--- src/rtl/wb_regfile_if.sv ---
// MEM/WB write-back bundle plus ID-stage read ports and the EX forwarding tap.
// The pipeline side drives through master; the register file uses slave.
interface wb_regfile_if #(
    parameter int NREGS = 32,
    parameter int DW    = 32
);
    localparam int AW = $clog2(NREGS);

    logic [1:0]    wb_in_RegSrc;
    logic          wb_in_RegWrite;
    logic [DW-1:0] wb_in_ALUOut_EXEC;
    logic [DW-1:0] wb_in_Mem_dataOut;
    logic [15:0]   wb_in_immediate;
    logic          wb_in_load_signal;
    logic [AW-1:0] wb_in_write_reg_dest;
    logic [AW-1:0] rd_addr_a;
    logic [AW-1:0] rd_addr_b;
    logic [DW-1:0] rd_data_a;
    logic [DW-1:0] rd_data_b;
    logic [DW-1:0] wb_fwd_data;
    logic [AW-1:0] wb_fwd_dest;
    logic          wb_fwd_valid;
    logic [31:0]   retire_count;

    modport master (
        output wb_in_RegSrc, wb_in_RegWrite, wb_in_ALUOut_EXEC, wb_in_Mem_dataOut,
        output wb_in_immediate, wb_in_load_signal, wb_in_write_reg_dest,
        output rd_addr_a, rd_addr_b,
        input  rd_data_a, rd_data_b, wb_fwd_data, wb_fwd_dest, wb_fwd_valid, retire_count
    );

    modport slave (
        input  wb_in_RegSrc, wb_in_RegWrite, wb_in_ALUOut_EXEC, wb_in_Mem_dataOut,
        input  wb_in_immediate, wb_in_load_signal, wb_in_write_reg_dest,
        input  rd_addr_a, rd_addr_b,
        output rd_data_a, rd_data_b, wb_fwd_data, wb_fwd_dest, wb_fwd_valid, retire_count
    );
endinterface

--- src/rtl/wb_regfile.sv ---
// Write-back value select, 32-entry architectural register file with write-through
// read bypass, EX forwarding tap and retired-write counter.
module wb_regfile #(
    parameter int NREGS = 32,
    parameter int DW    = 32
) (
    input  logic        clk,
    input  logic        rst_n,
    wb_regfile_if.slave bus
);
    localparam int AW = $clog2(NREGS);

    logic [DW-1:0] r_regs [NREGS];
    logic [31:0]   r_retire_count;
    logic [DW-1:0] w_wb_data;
    logic          w_wb_valid;
    logic [DW-1:0] w_rd_a;
    logic [DW-1:0] w_rd_b;

    function automatic logic [DW-1:0] sext_byte(input logic [7:0] b);
        return {{(DW-8){b[7]}}, b};
    endfunction

    function automatic logic [DW-1:0] sext_half(input logic [15:0] h);
        return {{(DW-16){h[15]}}, h};
    endfunction

    // Write-back source select
    always_comb begin
        w_wb_data = {DW{1'b0}};
        case (bus.wb_in_RegSrc)
            2'b00: w_wb_data = bus.wb_in_ALUOut_EXEC;
            2'b01: begin
                if (bus.wb_in_load_signal) begin
                    w_wb_data = sext_byte(bus.wb_in_Mem_dataOut[7:0]);
                end else begin
                    w_wb_data = bus.wb_in_Mem_dataOut;
                end
            end
            2'b10: w_wb_data = {bus.wb_in_immediate, 16'h0000};
            2'b11: w_wb_data = sext_half(bus.wb_in_immediate);
            default: w_wb_data = {DW{1'b0}};
        endcase
    end

    // Writes to r0 never count as commits, so they are filtered out of the valid tap
    always_comb begin
        w_wb_valid = bus.wb_in_RegWrite && (bus.wb_in_write_reg_dest != {AW{1'b0}});
    end

    // Read port a: r0 constant, then same-cycle bypass, then stored value
    always_comb begin
        w_rd_a = {DW{1'b0}};
        if (bus.rd_addr_a == {AW{1'b0}}) begin
            w_rd_a = {DW{1'b0}};
        end else if (w_wb_valid && (bus.rd_addr_a == bus.wb_in_write_reg_dest)) begin
            w_rd_a = w_wb_data;
        end else begin
            w_rd_a = r_regs[bus.rd_addr_a];
        end
    end

    // Read port b: identical priority to port a
    always_comb begin
        w_rd_b = {DW{1'b0}};
        if (bus.rd_addr_b == {AW{1'b0}}) begin
            w_rd_b = {DW{1'b0}};
        end else if (w_wb_valid && (bus.rd_addr_b == bus.wb_in_write_reg_dest)) begin
            w_rd_b = w_wb_data;
        end else begin
            w_rd_b = r_regs[bus.rd_addr_b];
        end
    end

    // Register file commit; reset clears every entry immediately
    always_ff @(posedge clk or negedge rst_n) begin
        if (!rst_n) begin
            for (int i = 0; i < NREGS; i++) begin
                r_regs[i] <= {DW{1'b0}};
            end
        end else if (w_wb_valid) begin
            r_regs[bus.wb_in_write_reg_dest] <= w_wb_data;
        end
    end

    // Retired-write counter, wraps naturally at 2^32
    always_ff @(posedge clk or negedge rst_n) begin
        if (!rst_n) begin
            r_retire_count <= 32'd0;
        end else if (w_wb_valid) begin
            r_retire_count <= r_retire_count + 32'd1;
        end
    end

    assign bus.rd_data_a    = w_rd_a;
    assign bus.rd_data_b    = w_rd_b;
    assign bus.wb_fwd_data  = w_wb_data;
    assign bus.wb_fwd_dest  = bus.wb_in_write_reg_dest;
    assign bus.wb_fwd_valid = w_wb_valid;
    assign bus.retire_count = r_retire_count;
endmodule

--- src/flat_wrapper.sv ---
// flat-port wrapper written by rule: the top's interface ports become plain ports
module wb_regfile_flat 
#(
    parameter int NREGS = 32,
    parameter int DW    = 32
)
  (clk, rst_n, bus_wb_in_RegSrc, bus_wb_in_RegWrite, bus_wb_in_ALUOut_EXEC, bus_wb_in_Mem_dataOut, bus_wb_in_immediate, bus_wb_in_load_signal, bus_wb_in_write_reg_dest, bus_rd_addr_a, bus_rd_addr_b, bus_rd_data_a, bus_rd_data_b, bus_wb_fwd_data, bus_wb_fwd_dest, bus_wb_fwd_valid, bus_retire_count);
  wb_regfile_if #(.NREGS(NREGS), .DW(DW)) bus_i ();
  input  logic clk;
  input  logic rst_n;
  input wire logic [$bits(bus_i.wb_in_RegSrc)-1:0] bus_wb_in_RegSrc;
  input wire logic [$bits(bus_i.wb_in_RegWrite)-1:0] bus_wb_in_RegWrite;
  input wire logic [$bits(bus_i.wb_in_ALUOut_EXEC)-1:0] bus_wb_in_ALUOut_EXEC;
  input wire logic [$bits(bus_i.wb_in_Mem_dataOut)-1:0] bus_wb_in_Mem_dataOut;
  input wire logic [$bits(bus_i.wb_in_immediate)-1:0] bus_wb_in_immediate;
  input wire logic [$bits(bus_i.wb_in_load_signal)-1:0] bus_wb_in_load_signal;
  input wire logic [$bits(bus_i.wb_in_write_reg_dest)-1:0] bus_wb_in_write_reg_dest;
  input wire logic [$bits(bus_i.rd_addr_a)-1:0] bus_rd_addr_a;
  input wire logic [$bits(bus_i.rd_addr_b)-1:0] bus_rd_addr_b;
  output wire logic [$bits(bus_i.rd_data_a)-1:0] bus_rd_data_a;
  output wire logic [$bits(bus_i.rd_data_b)-1:0] bus_rd_data_b;
  output wire logic [$bits(bus_i.wb_fwd_data)-1:0] bus_wb_fwd_data;
  output wire logic [$bits(bus_i.wb_fwd_dest)-1:0] bus_wb_fwd_dest;
  output wire logic [$bits(bus_i.wb_fwd_valid)-1:0] bus_wb_fwd_valid;
  output wire logic [$bits(bus_i.retire_count)-1:0] bus_retire_count;
  assign bus_i.wb_in_RegSrc = bus_wb_in_RegSrc;
  assign bus_i.wb_in_RegWrite = bus_wb_in_RegWrite;
  assign bus_i.wb_in_ALUOut_EXEC = bus_wb_in_ALUOut_EXEC;
  assign bus_i.wb_in_Mem_dataOut = bus_wb_in_Mem_dataOut;
  assign bus_i.wb_in_immediate = bus_wb_in_immediate;
  assign bus_i.wb_in_load_signal = bus_wb_in_load_signal;
  assign bus_i.wb_in_write_reg_dest = bus_wb_in_write_reg_dest;
  assign bus_i.rd_addr_a = bus_rd_addr_a;
  assign bus_i.rd_addr_b = bus_rd_addr_b;
  assign bus_rd_data_a = bus_i.rd_data_a;
  assign bus_rd_data_b = bus_i.rd_data_b;
  assign bus_wb_fwd_data = bus_i.wb_fwd_data;
  assign bus_wb_fwd_dest = bus_i.wb_fwd_dest;
  assign bus_wb_fwd_valid = bus_i.wb_fwd_valid;
  assign bus_retire_count = bus_i.retire_count;
  wb_regfile #(.NREGS(NREGS), .DW(DW)) u_core (.clk(clk), .rst_n(rst_n), .bus(bus_i));
endmodule
--- config.mk ---
export PLATFORM = sky130hd
export DESIGN_NAME = wb_regfile_flat
export DESIGN_NICKNAME = d
export VERILOG_FILES = /design/src/rtl/wb_regfile_if.sv /design/src/rtl/wb_regfile.sv /design/src/flat_wrapper.sv
export SDC_FILE = /design/constraint.sdc
export NUM_CORES = 2
export LEC_CHECK = 0
export BUFFER_PORTS_ARGS = -buffer_cell sky130_fd_sc_hd__buf_4
export CORE_MARGIN = 8
export CORE_UTILIZATION = 50
export DETAILED_ROUTE_END_ITERATION = 7
export PLACE_DENSITY = 0.67
export SYNTH_ARGS = -nofsm -noshare
export SYNTH_HDL_FRONTEND = slang
export SYNTH_SLANG_ARGS = --single-unit
--- constraint.sdc ---
create_clock -name clk -period 6 [get_ports clk]
set_input_delay 1.8 -clock clk [delete_from_list [all_inputs] [get_ports clk]]
set_output_delay 1.8 -clock clk [all_outputs]
set_load 0.01 [all_outputs]
* Word-level counts from Yosys, hierarchy flattened
Cells that the tools add are included.
** Storage, ports and cells
- Output and inout port bits :: 134
- Register bits :: 1056
- Logic and storage cells :: 69
- Bits of input ports :: 101
** Operators by class
- Equality and inequality tests :: 5
- Order comparisons :: 4
- Add/sub/neg operators :: 1
- Multiplexer cells :: 15
- Reduce and logical (&&, ||, !) cells :: 8
- Bitwise gates (word level) :: 3
** Operator list (count)
- 1024-bit bitwise mux :: 1
- 32-bit binary-select mux with 5-bit select :: 2
- 32-bit 2-to-1 mux :: 10
- 32-bit demux with 5-bit select :: 1
- 32-bit one-hot mux with 4 select lines :: 1
- 32-bit by 1-bit adder with 32-bit output, second input constant :: 1
- 6-bit >= comparator, second input constant :: 3
- 5-bit inverter with 6-bit output :: 3
- 5-bit equality test :: 2
- 5-bit zero test :: 2
- 6-bit by 1-bit < comparator with 1-bit output, second input constant :: 1
- 5-bit nonzero test :: 1
- 2-bit equality test, second input constant :: 2
- 1-bit logical AND :: 4
- 2-bit by 1-bit equality test with 1-bit output, second input constant :: 1
- 2-bit zero test :: 1

* Longest topological paths before layout
- Word-level depth :: 6
- Gate-level depth with buffers :: 9

* Least setup slack after synthesis
Ideal clock, no wire load.
- Path kind :: input-to-output
- Start point :: in bus_rd_addr_b[0]
- End point :: out bus_rd_data_b[0]
- Stages on the path :: 7
- Arrival time :: 3604 ps
- Data required time :: 4200 ps
- Slack :: 596 ps
- Buffers on the path :: 3
- Cells stage by stage :: buf_2 > buf_6 > buf_2 > mux4_2 > mux4_2 > nand4_1 > o211ai_1
** On the way
- Cells in the longest elaborated chain, start to end :: 6
- Elaborated cells between the ends (all ways) :: 9
- Classes of those cells :: eq/ne: 1; mux: 5; bitwise: 1; reduce/logical: 2
** Ends and longest elaborated chain
- start: declaration :: RTL line flat_wrapper.sv:19 : input wire logic [$bits(bus_i.rd_addr_b)-1:0] bus_rd_addr_b;
- 5-bit inverter with 6-bit output (implied by the code) :: RTL line wb_regfile.sv:71 : w_rd_b = r_regs[bus.rd_addr_b];
- 32-bit binary-select mux with 5-bit select :: RTL line wb_regfile.sv:71
- 32-bit 2-to-1 mux (implied by the code) (2 in a row) :: RTL line wb_regfile.sv:71
- 32-bit 2-to-1 mux :: RTL line wb_regfile.sv:68 : end else if (w_wb_valid && (bus.rd_addr_b == bus.wb_in_write_reg_dest)) begin
- 32-bit 2-to-1 mux (*) :: RTL line wb_regfile.sv:66 : if (bus.rd_addr_b == {AW{1'b0}}) begin
- end: declaration :: RTL line flat_wrapper.sv:21 : output wire logic [$bits(bus_i.rd_data_b)-1:0] bus_rd_data_b;
Every way passes the cells marked *; elsewhere a longest branch is shown, timed or not. The select of a mux whose other input is x is not followed.

* Worst setup path in the final report
- Start point :: in bus_rd_addr_b[0]
- End point :: out bus_rd_data_b[15]
The elaborated chain is that of the path after synthesis.

==> results.txt <==
status: complete, but fails checks
failing checks: setup timing
DR vias: 47200
area grow syn2layout: 15.8%
Core ar.: 112000 sq um
min Tclk post-route: 6020 ps
power per cell area: 338 nW/um^2
drt wl/cell: 29.7 microns
antenna violation net count after detailed routing: 0
top post-synthesis cells by area: dfrtp_1, mux4_2, mux2i_1
vias in the first global route: 45600
commonest non-fill, non-tap cell in the layout: dfrtp_1
worst vdd ir: 0.000225 V
initial antenna violation count: 11
commonest cells after routing, fill and taps aside: dfrtp_1, o21ai_0, nand2_1
Post-synth top flop: dfrtp_1
post-synthesis mux area share: 20.9%
setup tns final: -24.3 ps
Fin. Hold Viols: 0
initial drt markers: 6225
CP arrival: 4220 ps
Distinct cells, synth: 64
Synth area leader: dfrtp_1
synthesized cell area: 56200 sq um
Total Nets Final: 5610
simple-gate share of the synthesized area: 9.98%
grt total ovfl: 0
syn nets: 5510
largest family of logic cells by synthesized area: multiplexers
pre-CTS WS: -60.7 ps
Die Y: 351 microns
hold crit path type: flip-flop to flip-flop
Core Rows: 123
worst-path fanout max: 14
layout cells sized above 1: 21.4%
Worst setup SP type: input pin
Critical Path End Type: output port
Max Cap Viol: 0
crit path kind: input pin to output port
port buffer count: 234
Die W: 351 microns
first-pass GRT wire length: 308 mm
cts hold-fix bufs: 0
# placed instances: 6892
DRT Pass-1 Iters: 6
Ports: 235
worst skew pair latency: 700 ps
xor and xnor area share after synthesis: 0.639%
syn avg cell area: 10.4 sq um
WL final: 211 mm
Final Wtd Congestion: 0.914
worst-margin pin slew: 1150 ps
largest net degree at the start of global routing: 121
Remaining DRCs: 0
clk root buf: clkbuf_16
Synth Area in Compound Gates: 16.5%
routed vias/inst: 6.64
yosys warns: 0
clock slew at reported path FFs: 60 ps
clk_skew: 7.46 ps
Slew HR: 23.4%
crit share post-route: 100%
Max Root-Sink Buffers: 3
Final Max Slew Viols: 0
DP HPWL: 132 mm
CTS tree: done
maximum clock rate: 0.166 GHz
final core utilization: 58.1%
#FFs+latches synth: 1056
Static Leak: 28.6 nW
register area share after synthesis: 47.1%
initial core utilization: 50.2%
Mapped Cells: 5408
die area: 123000 sq um
asr flop ratio synth: 100%
Post-Layout Cell Count: 7104
Setup WS post-layout: -16.9 ps
final setup fails: 2
CTS H-tree depth: 3
Num CTS Buffers: 110
post-synth top area share: 47.1%
synthesized-area fraction occupied by adder cells: 0.0223%
total global-route track usage: 33.5%
Power, Total: 22.0 mW
CTS Sinks: 1056
EDFF count, synth: 0
worst path required time: 4200 ps
cell families after synthesis:
family,count (synthesis)
buffers and inverters,622
XOR/XNOR,41
AO/OA/AOI/OAI,1562
flip-flops,1056
multiplexers,758
AND/OR/NAND/NOR,1368
adder cells (fa/ha/maj),1
cells in the mapped netlist (all sizes together) (22+ instances only):
library cell  number
inv               39
mux4             332
a311oi            22
xnor2             32
nor3              35
a32o              22
buf              132
dfrtp           1056
nand2b            55
nand2            592
a22oi             56
a21oi            540
nor2             581
clkbuf           450
o21ai            611
mux2i            419
a221oi           187
nand3             26
cell type report:
| type | instances | area, sq um |
|---|---|---|
| fillers | 9238 | 46800 |
| multi-input cells | 3730 | 27500 |
| flip-flops and latches | 1056 | 26400 |
| repair buffers | 570 | 5330 |
| clock buffers | 157 | 3230 |
| well taps | 1500 | 1880 |
| clock inverters | 47 | 557 |
| inverters | 40 | 151 |
| diodes | 4 | 10.0 |
final timing paths:
check                                                        start                                       to  slack, ps  depth (start not counted)
min in group asynchronous                                    rst_n           u_core.r_regs[131]$_DFFE_PN0P_       1140                          1
max                                               bus_rd_addr_b[0]                        bus_rd_data_b[15]        -20                         11
max reg2reg                u_core.bus.retire_count[10]$_DFFE_PN0P_  u_core.bus.retire_count[31]$_DFFE_PN0P_       3690                          5
max in group asynchronous                                    rst_n           u_core.r_regs[728]$_DFFE_PN0P_       3600                          2
min reg2reg                        u_core.r_regs[1006]$_DFFE_PN0P_          u_core.r_regs[1006]$_DFFE_PN0P_        400                          0
min                                u_core.r_regs[1006]$_DFFE_PN0P_          u_core.r_regs[1006]$_DFFE_PN0P_        400                          0
flip-flops by register name (all words and copies together) (netlist names):
name,count
u_core.bus.retire_count,32
u_core.r_regs,1024
routing by layer:
metal / track usage, % / vias to the layer above / wire length (microns)
li1: - / 19900 / -
met1: 44.5 / 23400 / 79200
met2: 50.4 / 3143 / 93200
met3: 9.92 / 712 / 26800
met4: 16.6 / 12 / 11900
met5: 0 / - / 80
where the power goes:
group	internal (mW)	leakage, nW	total, mW	switching (mW)
logic	2.43	13.3	5.03	2.60
clock network	4.21	1.87	7.19	2.98
registers	8.58	13.4	9.78	1.20
total	15.2	28.6	22.0	6.79
per-stage QoR:
stage | cell area, sq um | hold WS, ps
3_3_place_gp | 61100 | 377
2_1_floorplan | 56200 | 441
5_1_grt | 65000 | 412
6_report | 65100 | 396
4_1_cts | 64900 | 397
3_5_place_dp | 61100 | 383
worst max-delay path: stages:
cell and delay [ps]:
buf_8 140, buf_12 190, buf_12 190, buf_4 200, buf_4 160, mux2i_1 70, a221oi_1 490, a21oi_1 70
o21ai_0 420, a32o_1 310, buf_4 150
what timing repair did:
action                                  CTS  global route
endpoints found under the setup margin    5            11
cloned                                    0             1
gates resized for setup                   4            11
setup buffers                             0             3
endpoints found under the hold margin     0             0
pin swaps                                 0             1
(Power assumes the default switching activity.)
